===== config.mk =====
export PLATFORM = sky130hd
export DESIGN_NAME = lane_rotate_engine
export DESIGN_NICKNAME = d
export VERILOG_FILES = /design/src/rtl/lane_rotate_engine.sv
export SDC_FILE = /design/constraint.sdc
export NUM_CORES = 2
export LEC_CHECK = 0
export CORE_UTILIZATION = 59
export CTS_CLUSTER_DIAMETER = 30
export DETAILED_ROUTE_END_ITERATION = 8
export PLACE_DENSITY = 0.75
export SLEW_MARGIN = 0
export SYNTH_ARGS = -nofsm -noshare
export SYNTH_HDL_FRONTEND = slang
export SYNTH_SLANG_ARGS = --single-unit

===== constraint.sdc =====
create_clock -name clk -period 9.85 [get_ports clk]
set_clock_uncertainty 0.2 [all_clocks]
set_input_delay 1.4775 -clock clk [delete_from_list [all_inputs] [get_ports clk]]
set_output_delay 1.4775 -clock clk [all_outputs]
set_load 0.1 [all_outputs]

===== src/rtl/lane_rotate_engine.sv =====
// rtl/lane_rotate_engine.sv - per-lane Keccak rho rotation across DEPTH slices (optional ROT_INVERSE_EN adds dir)
// Loads DEPTH 25-bit slices, then streams each rotated slice out once.
module lane_rotate_engine #(
    parameter int DEPTH = 64,
    parameter int AW    = 6
) (
    input  logic          clk,
    input  logic          rst,
    input  logic          start,
`ifdef ROT_INVERSE_EN
    input  logic          dir,
`endif
    output logic [AW-1:0] rd_addr,
    input  logic [24:0]   rd_data,
    output logic          wr_en,
    output logic [AW-1:0] wr_addr,
    output logic [24:0]   wr_data,
    output logic          busy,
    output logic          done
);

    typedef enum logic [1:0] {S_IDLE, S_LOAD, S_STORE, S_DONE} state_t;

    localparam logic [AW-1:0] LAST = AW'(DEPTH - 1);
    localparam int unsigned ROT [25] = '{
        0, 1, 62, 28, 27, 36, 44, 6, 55, 20, 3, 10, 43,
        25, 39, 41, 45, 15, 21, 8, 18, 2, 61, 56, 14
    };

    state_t        state;
    logic [AW-1:0] cnt;
    logic [24:0]   buffer [DEPTH];
    logic [24:0]   rot_bits;
`ifdef ROT_INVERSE_EN
    logic          dir_q;
`endif

    always_ff @(posedge clk or negedge rst) begin
        if (!rst) begin
            state <= S_IDLE;
            cnt   <= '0;
            busy  <= 1'b0;
            done  <= 1'b0;
            wr_en <= 1'b0;
`ifdef ROT_INVERSE_EN
            dir_q <= 1'b0;
`endif
        end else begin
            case (state)
                S_IDLE: begin
                    done <= 1'b0;
                    if (start) begin
                        state <= S_LOAD;
                        cnt   <= '0;
                        busy  <= 1'b1;
`ifdef ROT_INVERSE_EN
                        dir_q <= dir;
`endif
                    end
                end
                S_LOAD: begin
                    cnt <= cnt + 1'b1;
                    if (cnt == LAST) begin
                        state <= S_STORE;
                        cnt   <= '0;
                        wr_en <= 1'b1;
                    end
                end
                S_STORE: begin
                    cnt <= cnt + 1'b1;
                    if (cnt == LAST) begin
                        state <= S_DONE;
                        cnt   <= '0;
                        wr_en <= 1'b0;
                        busy  <= 1'b0;
                        done  <= 1'b1;
                    end
                end
                default: begin
                    done  <= 1'b0;
                    state <= S_IDLE;
                end
            endcase
        end
    end

    // Buffer is deliberately unreset; only LOAD may write it.
    always_ff @(posedge clk) begin
        if (state == S_LOAD) begin
            buffer[cnt] <= rd_data;
        end
    end

    // Each lane reads its own bit column at an offset slice; AW-bit math wraps mod DEPTH.
    for (genvar i = 0; i < 25; i++) begin : g_lane
        localparam logic [AW-1:0] R = AW'(ROT[i] % DEPTH);
        logic [AW-1:0] src;
`ifdef ROT_INVERSE_EN
        assign src = dir_q ? cnt + R : cnt - R;
`else
        assign src = cnt - R;
`endif
        assign rot_bits[i] = buffer[src][i];
    end

    assign rd_addr = (state == S_LOAD) ? cnt : '0;
    assign wr_addr = wr_en ? cnt : '0;
    assign wr_data = wr_en ? rot_bits : '0;

endmodule

Word level (Yosys, flattened, before mapping)
Memories as Yosys holds them, arrays and structs flattened.
Index checks and enable logic that the tools add are counted.
{ "classes": {"n_reduce_logical": 10, "n_addsub": 25, "bitwise_logic": 1, "muxes": 18, "eq_ne": 6} }
{ "ops": {"columns": ["operator", "n"], "rows": [
  ["6-bit subtractor, second input constant", 10],
  ["6-bit by 5-bit subtractor with 6-bit output, second input constant", 6],
  ["25-bit two-way mux", 1],
  ["6-bit two-way mux", 4],
  ["6-bit by 4-bit subtractor with 6-bit output, second input constant", 4],
  ["6-bit one-hot mux with 2 select lines", 1],
  ["6-bit by 2-bit subtractor with 6-bit output, second input constant", 2],
  ["3-bit AND reduction", 3],
  ["6-bit by 1-bit adder with 6-bit output, second input constant", 1],
  ["6-bit == test, second input constant", 1],
  ["2-bit two-way mux", 3],
  ["2-bit inequality test, second input constant", 3],
  ["1-bit one-hot mux with 2 select lines", 3],
  ["2-bit one-hot mux with 3 select lines", 1],
  ["2-bit nonzero test", 3],
  ["6-bit by 1-bit subtractor with 6-bit output, second input constant", 1],
  ["6-bit by 3-bit subtractor with 6-bit output, second input constant", 1],
  ["1-bit two-way mux", 5],
  ["2-bit AND reduction", 2],
  ["2-bit by 1-bit == test with 1-bit output, second input constant", 1],
  ["2-bit == test, second input constant", 1],
  ["2-bit zero test", 1],
  ["2-bit OR reduction", 1],
  ["1-bit inverter", 1]
]} }
{ "word_totals": {"ramBits": 1600, "regBits": 11, "memories": 1, "output_inout_bits": 40, "word_cells": 66} }
{ "memory_table": {"columns": ["name", "depth", "width", "read_ports", "rd_ports_with_merged_regs", "wr", "line_no", "source"], "rows": [
  ["buffer", 64, 25, 25, 0, 1, "32", "logic [24:0] buffer [DEPTH];"]
]} }

Logic depth before layout (Yosys ltp)
{ "logic_depth": {"depth_word": 4, "ltp_mapped": 17} }

Worst setup path before layout
Ideal clock, no wire load.
{ "synth_path": {"path_type": "register -> output", "start": "register cnt[1]", "end": "output port wr_data[13]", "slack_ps": 2557, "path_stages_with_launch": 16, "t_required_ps": 8173, "path_buffers": 8, "t_arrival_ps": 5615, "path_cell_list": "dfrtp_1 -> clkbuf_1 -> buf_2 -> buf_2 -> inv_1 -> clkbuf_1 -> ha_1 -> buf_2 -> buf_2 -> clkbuf_1 -> clkbuf_1 -> mux4_2 -> mux2i_1 -> nand2_1 -> o21ai_0 -> o21ai_0"} }
{ "synth_between": {"elab_chain_len": 3} }
{ "synth_rtl": {"columns": ["item", "line_no", "source"], "rows": [
  ["start, declared", "31", "logic [AW-1:0] cnt;"],
  ["start signal, assigned", "62", "cnt <= cnt + 1'b1;"],
  ["start signal, assigned", "70", "cnt <= cnt + 1'b1;"],
  ["6-bit by 5-bit subtractor with 6-bit output", "101", "assign src = cnt - R;"],
  ["memory 64 x 25 bit", null, null],
  ["25-bit two-way mux", "108", "assign wr_data = wr_en ? rot_bits : '0;"],
  ["end, declared", "17", "output logic [24:0] wr_data,"]
]} }
No other way between the ends.

Final worst setup path
{ "layout_path": {"start": "register cnt[1]", "end": "output port wr_data[4]"} }
Same word-level chain as after synthesis.

==> impl_metrics.json <==
{
  "run_status": "finished with violations",
  "violations": "DRC",
  "hold_viol_final": 0,
  "reg2reg_slack_ps": 4110,
  "design_area_sq_um": 75100,
  "io_pins": 68,
  "p_leak_uw": 0.0239,
  "clockBufferDepth": 4,
  "seq_area_frac_synth_pct": 76.9,
  "gr-usage-met1_pct": 47.7,
  "synth_flop_cell": "edfxtp_1",
  "grt_pass1_wl_microns": 264000,
  "synth_top_family_by_area": "multiplexers",
  "routabilityCongestion": 0.902,
  "critical_path_class": "flop to output port",
  "ant_nets": 0,
  "grt.total_usage_pct": 36.4,
  "path_clk_slew_ps": 50,
  "syn_to_final_growth_pct": 19.5,
  "grt_pass1_vias": 34300,
  "critPathLaunchType": "flop",
  "drc": 28,
  "die_width_microns": 328,
  "grt-busiest-layer": "met2",
  "grt_start_max_net_pins": 125,
  "r2r-start": "cnt[0]$_DFFE_PN0P_",
  "antenna_found_initial": 6,
  "syn_avg_cell_area_sq_um": 23.4,
  "worstRegToRegCells": 6,
  "finalSetupViolCount": 0,
  "min_to": "done$_DFFE_PN0P_",
  "cp.required_ps": 8170,
  "vias_per_cell": 7.35,
  "layout_setup_ws_ps": 1380,
  "fmax_mhz": 118,
  "utilization_pct": 71.2,
  "rsz0062_at_grt": "no",
  "period_needed_ps": 8470,
  "hpwl_microns": 95400,
  "cp_max_fo": 73,
  "power_density_nw_per_um2": 299,
  "synth.mux.area_fraction_pct": 18.2,
  "syn_inst": 2690,
  "holdCritStartpoint": "done$_DFFE_PN0P_",
  "finalPower_uw": 22500,
  "netlist_area_sq_um": 62900,
  "routedWlPerCell_microns": 41.7,
  "hold_class": "flop to flop",
  "clock_latency_ps": 880,
  "drt_wl_total_microns": 193000,
  "die_area_sq_um": 108000,
  "numClockSinks": 1611,
  "io_buffers": 67,
  "start_util_pct": 59.6,
  "synth-edff-count": 1600,
  "peakVddDrop_mv": 0.244,
  "fillCellCount": 5628,
  "nets": 3066,
  "vias": 33900,
  "tightest_slew_ps": 1430,
  "cts_resized": 0,
  "numCtsBuffers": 286,
  "slew_viol_final": 0,
  "dr.pass1.iters": 9,
  "cp.arrival_ps": 6790,
  "fp-row-count": 119,
  "post_cts_buffers": 0,
  "endpoint_kind": "output port",
  "die_y_microns": 328,
  "fin_crit_sh_pct": 86.0,
  "drive_gt1_share_pct": 35.4,
  "cts_hold_buf": 0,
  "rr_endpoint": "buffer[27][8]$_DFFE_PP_",
  "use_met2_pct": 53.8,
  "drt_iter0_drc": 5823,
  "cts_root_buf": "clkbuf_16",
  "synthArstFlopShare_pct": 0.683,
  "synthSimpleGateAreaFrac_pct": 1.54,
  "met3_usage_pct": 13.3,
  "htree_levels": 5,
  "dpl_cell_area_sq_um": 65800,
  "max_slew_margin_pct": 4.17,
  "ys_types": 56,
  "synth_warnings": 0,
  "cts_tree": "done",
  "synth_fa_ha_area_share_pct": 0.458,
  "finalSetupTns_ps": 0,
  "crit_start": "cnt[1]$_DFFE_PN0P_",
  "syn_nets": 2741,
  "overflow": 0,
  "dp_slack_ps": 2460,
  "hold_depth": 1,
  "core_sq_um": 105000,
  "synth-compound-area-share_pct": 1.07,
  "maxCapViolations": 0,
  "ys_ff_latch": 1611,
  "synth_xor_area_share_pct": 0.711
}
==> metal layers <==
layer	share of wire, %	up-vias
li1	-	12200
met1	32	17500
met2	45	3415
met3	16	768
met4	6.4	8
met5	0.057	-
==> layout make-up <==
cell class                 instances  area, sq um  area share, %
timing repair buffer             165         1310           1.74
multi-input combinational        934        14300           19.1
sequential                      1611        48300           64.4
clock inverter                   175         1880           2.50
tap                             1391         1740           2.32
inverter                          17         63.8         0.0850
clock buffer                     320         7420           9.88
antenna                            2         5.00        0.00666
==> stage by stage <==
stage          std cells  hold WS [ps]
2_1_floorplan       2690           436
3_3_place_gp        4118           299
3_5_place_dp        4118           304
4_1_cts             4613           321
5_1_grt             4613           341
6_report            4615           320
==> how the worst max path moves through the flow <==
stage | end | slack (ps) | cells past startpoint
2_1_floorplan | wr_data[13] | 2560 | 15
5_1_grt | wr_data[4] | 1350 | 9
6_report | wr_data[4] | 1380 | 9
4_1_cts | wr_data[4] | 1470 | 9
3_3_place_gp | wr_data[4] | 2530 | 9
3_5_place_dp | wr_data[22] | 2460 | 9
==> power breakdown <==
group	internal (uW)	switching (uW)	leakage, uW	total [uW]
logic	2120	3010	0.00489	5130
clock network	6150	3500	0.00448	9650
registers	7630	55.3	0.0145	7690
total	15900	6560	0.0239	22500
==> layout by cell type, fill, tap and decap left out, drive strengths merged, types with 4 or more instances in the layout <==
cell | synthesis | layout
edfxtp | 1600 | 1600
mux4 | 477 | 477
clkbuf | 52 | 321
buf | 76 | 122
nor2 | 83 | 83
clkinv | 0 | 82
nand2 | 62 | 62
mux2i | 54 | 54
inv | 17 | 54
xnor2 | 45 | 45
clkdlybuf4s50 | 0 | 42
clkinvlp | 0 | 30
nand3 | 26 | 26
bufinv | 0 | 26
a21oi | 24 | 24
ha | 23 | 23
o21ai | 17 | 17
and2 | 16 | 16
mux2 | 11 | 11
o22ai | 11 | 11
dfrtp | 11 | 11
nand4 | 9 | 9
a31oi | 7 | 7
nor3 | 7 | 7
nand2b | 6 | 6
xor2 | 6 | 6
nor2b | 5 | 5
a21boi | 4 | 4
a2111oi | 4 | 4
==> synth_stat cells, types with 6 or more instances <==
cell      count  area, sq um
o21ai_0      17         85.1
clkbuf_1     52          195
buf_4        31          233
nand2_1      62          233
nand3_1      26          130
xor2_1        6         52.6
nand2b_1      6         37.5
mux2_2       11          124
nor3_1        7         35.0
nor2_1       83          312
nand4_1       9         56.3
inv_1        14         52.6
ha_1         23          288
a21oi_1      24          120
mux2i_1      54          541
buf_2        25          125
and2_1       15         93.8
xnor2_1      45          394
mux4_2      474        10700
dfrtp_1      11          275
buf_1        14         52.6
edfxtp_1   1600        48000
o22ai_1      11         68.8
a31oi_1       7         43.8
==> critical path, stage by stage, from the launching register on <==
cell and delay [ps]:
dfrtp_4 920, inv_1 660, ha_4 1270, buf_4 570, mux4_2 410, mux4_2 480
nor2b_1 170, nor2_1 200, o22ai_1 170, clkdlybuf4s50_1 1010
==> flip-flops by register name, summed over array words and instances, names as in the netlist <==
name and count:
buffer 1600, cnt 6, state 2, busy 1, done 1, wr_en 1
==> logic make-up after synthesis <==
family          count (synthesis)
xor+xnor                       51
mux                           542
fa+ha+maj                      23
simple gates                  219
flops                        1611
compound gates                 99
buf+inv                       145
Note: power is estimated with default switching activity, not from simulation.
==> variant 1, RTL diff (config.mk and constraints unchanged) <==
Register the inputs `start` and `rd_data` before use. The logic sees them one clock later.
--- a/src/rtl/lane_rotate_engine.sv
+++ b/src/rtl/lane_rotate_engine.sv
@@ -27,6 +27,14 @@
         25, 39, 41, 45, 15, 21, 8, 18, 2, 61, 56, 14
     };
 
+    logic start_q;
+    logic [24:0] rd_data_q;
+
+    always_ff @(posedge clk) begin
+        start_q   <= start;
+        rd_data_q <= rd_data;
+    end
+
     state_t        state;
     logic [AW-1:0] cnt;
     logic [24:0]   buffer [DEPTH];
@@ -49,7 +57,7 @@
             case (state)
                 S_IDLE: begin
                     done <= 1'b0;
-                    if (start) begin
+                    if (start_q) begin
                         state <= S_LOAD;
                         cnt   <= '0;
                         busy  <= 1'b1;
@@ -87,7 +95,7 @@
     // Buffer is deliberately unreset; only LOAD may write it.
     always_ff @(posedge clk) begin
         if (state == S_LOAD) begin
-            buffer[cnt] <= rd_data;
+            buffer[cnt] <= rd_data_q;
         end
     end
 
Function: not settled (the Yosys comparison gave no result); the edit may change what the design does.
==> variant 1 against the unedited design <==
Count of clock-buffer cells in the layout increased by 9. Design area increased by 1.8%. Power decreased by 2.2%. Worst hold slack improved by 0.16 ns. Area after synthesis increased by 1.0%. Sequential cell count increased by 26. Setup slack improved by 0.30 ns. Core utilization increased by 0.89 points. Routed wire length decreased by 2.9%.
==> variant 1: results (changes against the unedited design) <==
clock_network:
  cts_buffers: 299  # +4.5%
  cts_setup_buffers: 0  # unchanged
  path_clk_slew_ns: 0.06
  root_buffer: "clkbuf_16"
  clock_latency_ns: 0.87
  cts.htree.levels: 5  # unchanged
setup_path:
  crit_start: "cnt[0]"
  rr_endpoint: "buffer[39][15]"
  cpPeakStageDelay_ns: 1.00  # -0.27 ns
  rrSetupSlack_ns: 4.68  # +0.57 ns
  r2r-start: "cnt[2]"
  path_max_fanout: 81  # +11%
  endpoint: "wr_data[18]"
  worstPathArrival_ns: 6.49  # -0.30 ns
  cpMaxStageDelayCell: "dfrtp_4"
  r2r_cells: 5  # -1
logic_synthesis:
  synth_commonest_cells: "edfxtp_1 (1600), mux4_2 (471), nor2_1 (86)"
  async_reset_ff_share_pct: 0.6720  # -0.011 points
  synth_edf_count: 1600  # unchanged
  ys_warn_count: 0  # unchanged
  ys_types: 57  # +1.8%
  ys_seq_area_share_pct: 76.92  # about the same
  synth_fp_nets: 2768  # +0.99%
  synthTopCellsByArea: "edfxtp_1 (76%), mux4_2 (17%), mux2i_1 (0.91%), dfxtp_1 (0.82%), xnor2_1 (0.54%)"
power:
  ir_drop_v: 0.0001990  # -18%
  p_leak_nw: 24.35  # +1.9%
drt:
  routed.top_layer: "met4"
  wl_met3_um: 25620  # -17%
  drt-met1-wl_um: 62100  # about the same
  dr.first_iter.drc_count: 5627  # -3.4%
  vias: 33408  # -1.5%
  drt-wirelength-per-cell_um: 39.92  # -4.4%
  dr_wl_met2_um: 87280  # +0.22%
  firstDrtPassIters: 8  # -1
grt:
  grt_max_degree: 102  # -18%
  met3_usage_pct: 10.77  # -2.5 points
  grt_use_met2_pct: 53.59  # -0.19 points
  antenna_found_initial: 4  # -2
  grt_usage_pct: 35.12  # -1.3 points
  grt_pass1_vias: 34317  # +0.16%
  globalRouteMet1Util_pct: 45.34  # -2.3 points
  grt_first_pass_wirelength_um: 258000  # -2.3%
final_layout:
  top_regs: "buffer x1600, rd_data_q x25, cnt x6"
  nFillCells: 5663  # +0.62%
  drive_gt1_share_pct: 35.07  # -0.32 points
  finalNetCount: 3114  # +1.6%
place:
  hpwl_um: 97070  # +1.8%
  place_congestion: 0.8919  # -1.2%
  io_buffers: 67  # unchanged
outcome:
  status: "finished, final reports clean"
hold_path:
  hold_path_class: "flip-flop to flip-flop"
timing:
  slew-limit-headroom_pct: 4.562  # +0.39 points
==> variant 1: kinds of logic after synthesis <==
| logic type | synth area share (%) |
|---|---|
| AOI/OAI and AO/OA | 1.204 |
| xor gates and xnor gates | 0.6581 |
| adders and majority gates | 0.4532 |
| buffers and inverters | 1.330 |
| DFF | 76.92 |
| muxes | 18.07 |
| and+or+nand+nor | 1.369 |
==> variant 1: worst register-to-register path, cell delays in order (launching register included) <==
cell and delay (ns):
dfrtp_2 0.93, buf_4 0.64, ha_1 0.54, nand3_1 0.77
nor2_4 1.27, buf_4 0.44
==> variant 1: report_power, final <==
| part | internal (mW) | switching [mW] | total, mW |
|---|---|---|---|
| clock network | 6.49 | 3.59 | 10.1 |
| logic | 1.97 | 2.04 | 4.01 |
| registers | 7.73 | 0.156 | 7.88 |
==> variant 1: stage by stage <==
step           instance area (um^2)  util, %  worst slack (ns)  cells  power [mW]
3_5_place_dp                  66570    62.79             2.592   4153       11.91
4_1_cts                       76450    72.11             1.608   4682       21.97
6_report                      76460    72.13             1.684   4685       21.97
3_3_place_gp                  66570    62.79             2.630   4153       11.82
5_1_grt                       76460    72.12             1.509   4682       22.45
2_1_floorplan                 63500        -             1.820   2717       10.96
==> variant 1: cell type report <==
type	instances	area, um^2	area share, %
diodes	3	7.507	0.009818
clock buffers	329	7699	10.07
clock inverters	200	2185	2.857
inverters	29	108.9	0.1424
multi-input cells	925	14350	18.77
flip-flops and latches	1637	48870	63.91
well taps	1391	1740	2.276
repair buffers	171	1501	1.964
==> variant 1: how the worst min path moves through the flow <==
stage	start	depth (start not counted)	to	slack (ns)
after floorplan	start_q	2	busy	0.36
after global placement	state[0]	2	state[0]	0.45
after detailed placement	busy	2	busy	0.49
after CTS	busy	2	busy	0.50
after global routing	busy	2	busy	0.55
final	busy	2	busy	0.48
==> variant 2, RTL diff (config.mk and constraints unchanged) <==
Without the edit above. Add a define of `ROT_INVERSE_EN`.
--- a/src/rtl/lane_rotate_engine.sv
+++ b/src/rtl/lane_rotate_engine.sv
@@ -1,5 +1,7 @@
 // rtl/lane_rotate_engine.sv - per-lane Keccak rho rotation across DEPTH slices (optional ROT_INVERSE_EN adds dir)
 // Loads DEPTH 25-bit slices, then streams each rotated slice out once.
+`define ROT_INVERSE_EN
+
 module lane_rotate_engine #(
     parameter int DEPTH = 64,
     parameter int AW    = 6
Interface: changed (added dir); port bits go from 68 to 69. The function was not compared with the original's and may differ.
==> variant 2 against the unedited design <==
Maximum frequency rose by 4.8%. Area after synthesis rose by 1.4%. Design area up 1.6%. Register-to-register slack gained 0.79 ns. First-iteration DRC count grew 1.7%. Routed wire length decreased by 0.11%. Power is 7.8% higher. Sequential cell count grew 1. Setup slack better by 0.39 ns. Critical path type unchanged. Critical endpoint is now wr_data[10]. Largest cell class unchanged. Highest routed layer unchanged.
==> variant 2: results (changes against the unedited design) <==
setup_path:
  crit_start: "dir_q"
  cpMaxStageDelayCell: "clkdlybuf4s50_1"
  cpPeakStageDelay_ns: 1.20  # -0.07 ns
  worstPathArrival_ns: 6.41  # -0.38 ns
  r2r-start: "cnt[1]"
  r2r_cells: 5  # -1
  path_max_fanout: 17  # -77%
logic_synthesis:
  ys_seq_area_share_pct: 75.83  # -1.0 points
  synthTopCellsByArea: "edfxtp_1 (75%), mux4_2 (12%), mux2i_1 (1.8%), nor2_1 (0.95%), nand2_1 (0.77%)"
  async_reset_ff_share_pct: 0.7444  # +0.062 points
  ys_warn_count: 0  # unchanged
  synthCells: 3196  # +19%
  synth_commonest_cells: "edfxtp_1 (1600), mux4_2 (329), nor2_1 (161)"
  ys_types: 63  # +13%
drt:
  vias_per_cell: 7.125  # -3.0%
  wl_um: 192400  # -0.11%
  drc: 0  # -100%
  drt-wirelength-per-cell_um: 37.52  # -10%
  firstDrtPassIters: 6  # -3
  dr.first_iter.drc_count: 5922  # +1.7%
outcome:
  status: "finished, final reports clean"
power:
  p_leak_nw: 24.49  # +2.5%
  ir_drop_v: 0.0003384  # +39%
place:
  dp_slack_ns: 2.856  # +0.3958 ns
  place_congestion: 0.9593  # +6.3%
  io_buffers: 68  # +1.5%
  dpl.cell_count: 4604  # +12%
  hpwl_um: 99730  # +4.6%
  placed_area_mm2: 0.06664  # +1.3%
grt:
  grt_usage_pct: 35.98  # -0.43 points
  grt_max_degree: 146  # +17%
  grt_first_pass_wirelength_um: 270100  # +2.3%
  grt_pass1_vias: 37678  # +10%
timing:
  slew-limit-headroom_pct: 10.72  # +6.6 points
clock_network:
  ctsResizeCount: 0  # unchanged
  cts_buffers: 294  # +2.8%
  clock_latency_ns: 0.86  # -0.02 ns
hold_path:
  hold_start: "state[0]"
final_layout:
  finalNetCount: 3550  # +16%
  drive_gt1_share_pct: 28.67  # -6.7 points
  top_regs: "buffer x1600, cnt x6, state x2"
==> variant 2: report_power, final <==
group | total, mW | leakage [nW] | switching, mW | internal (mW)
Clock | 9.83 | 4.65 | 3.47 | 6.37
Sequential | 7.69 | 14.5 | 0.0563 | 7.63
Combinational | 6.70 | 5.31 | 4.06 | 2.63
==> variant 2: critical path: cells and delay by family (launching register included) <==
family | cells | cell delay, ns
AOI/OAI and AO/OA | 3 | 0.87
xor gates and xnor gates | 1 | 0.38
adders and majority gates | 1 | 0.85
buffers and inverters | 4 | 2.58
DFF | 1 | 0.77
and+or+nand+nor | 1 | 0.08
==> variant 2: final timing paths <==
check,endpoint,slack [ns]
worst max register to register,buffer[2][18],4.90
min in group asynchronous,cnt[0],0.89
worst min-delay path,state[0],0.38
max in group asynchronous,cnt[1],7.97
worst max-delay path,wr_data[10],1.77
worst min register to register,state[0],0.38
==> variant 2: final cells by class <==
class | instances | area (um^2)
Fill cell | 5980 | 30790
Clock inverter | 194 | 2052
Clock buffer | 322 | 7547
Antenna cell | 7 | 17.52
Inverter | 18 | 67.56
Multi-Input combinational cell | 1387 | 15010
Sequential cell | 1612 | 48360
Timing Repair Buffer | 185 | 1461
Tap cell | 1403 | 1755
==> variant 2: layer usage <==
metal | routed length [um] | part of all wire, % | global-route usage [%]
met1 | 63710 | 33 | 46.22
met2 | 88780 | 46 | 54.11
met3 | 27940 | 15 | 12.10
met4 | 11980 | 6.2 | 20.77
met5 | 13 | 0.0068 | 0
==> variant 2: cells by family (layout without fill, tap and decap cells) <==
group                    after synthesis  count (layout)  synth area share [%]
AND/OR/NAND/NOR                      441             441                 3.062
AO/OA/AOI/OAI                        390             390                 4.235
multiplexers                         478             478                 14.03
buffers and inverters                197             719                 1.539
adder cells (fa/ha/maj)               23              23                0.5456
other                                  0               7                     0
flip-flops                          1612            1612                 75.83
XOR/XNOR                              55              55                0.7556
==> variant 2: stage by stage <==
step                util [%]  power (mW)
floorplan                  -       12.24
finish                 71.24       24.22
CTS                    71.22       24.09
detailed placement     62.25       14.20
global placement       62.25       14.11
global route           71.23       24.75
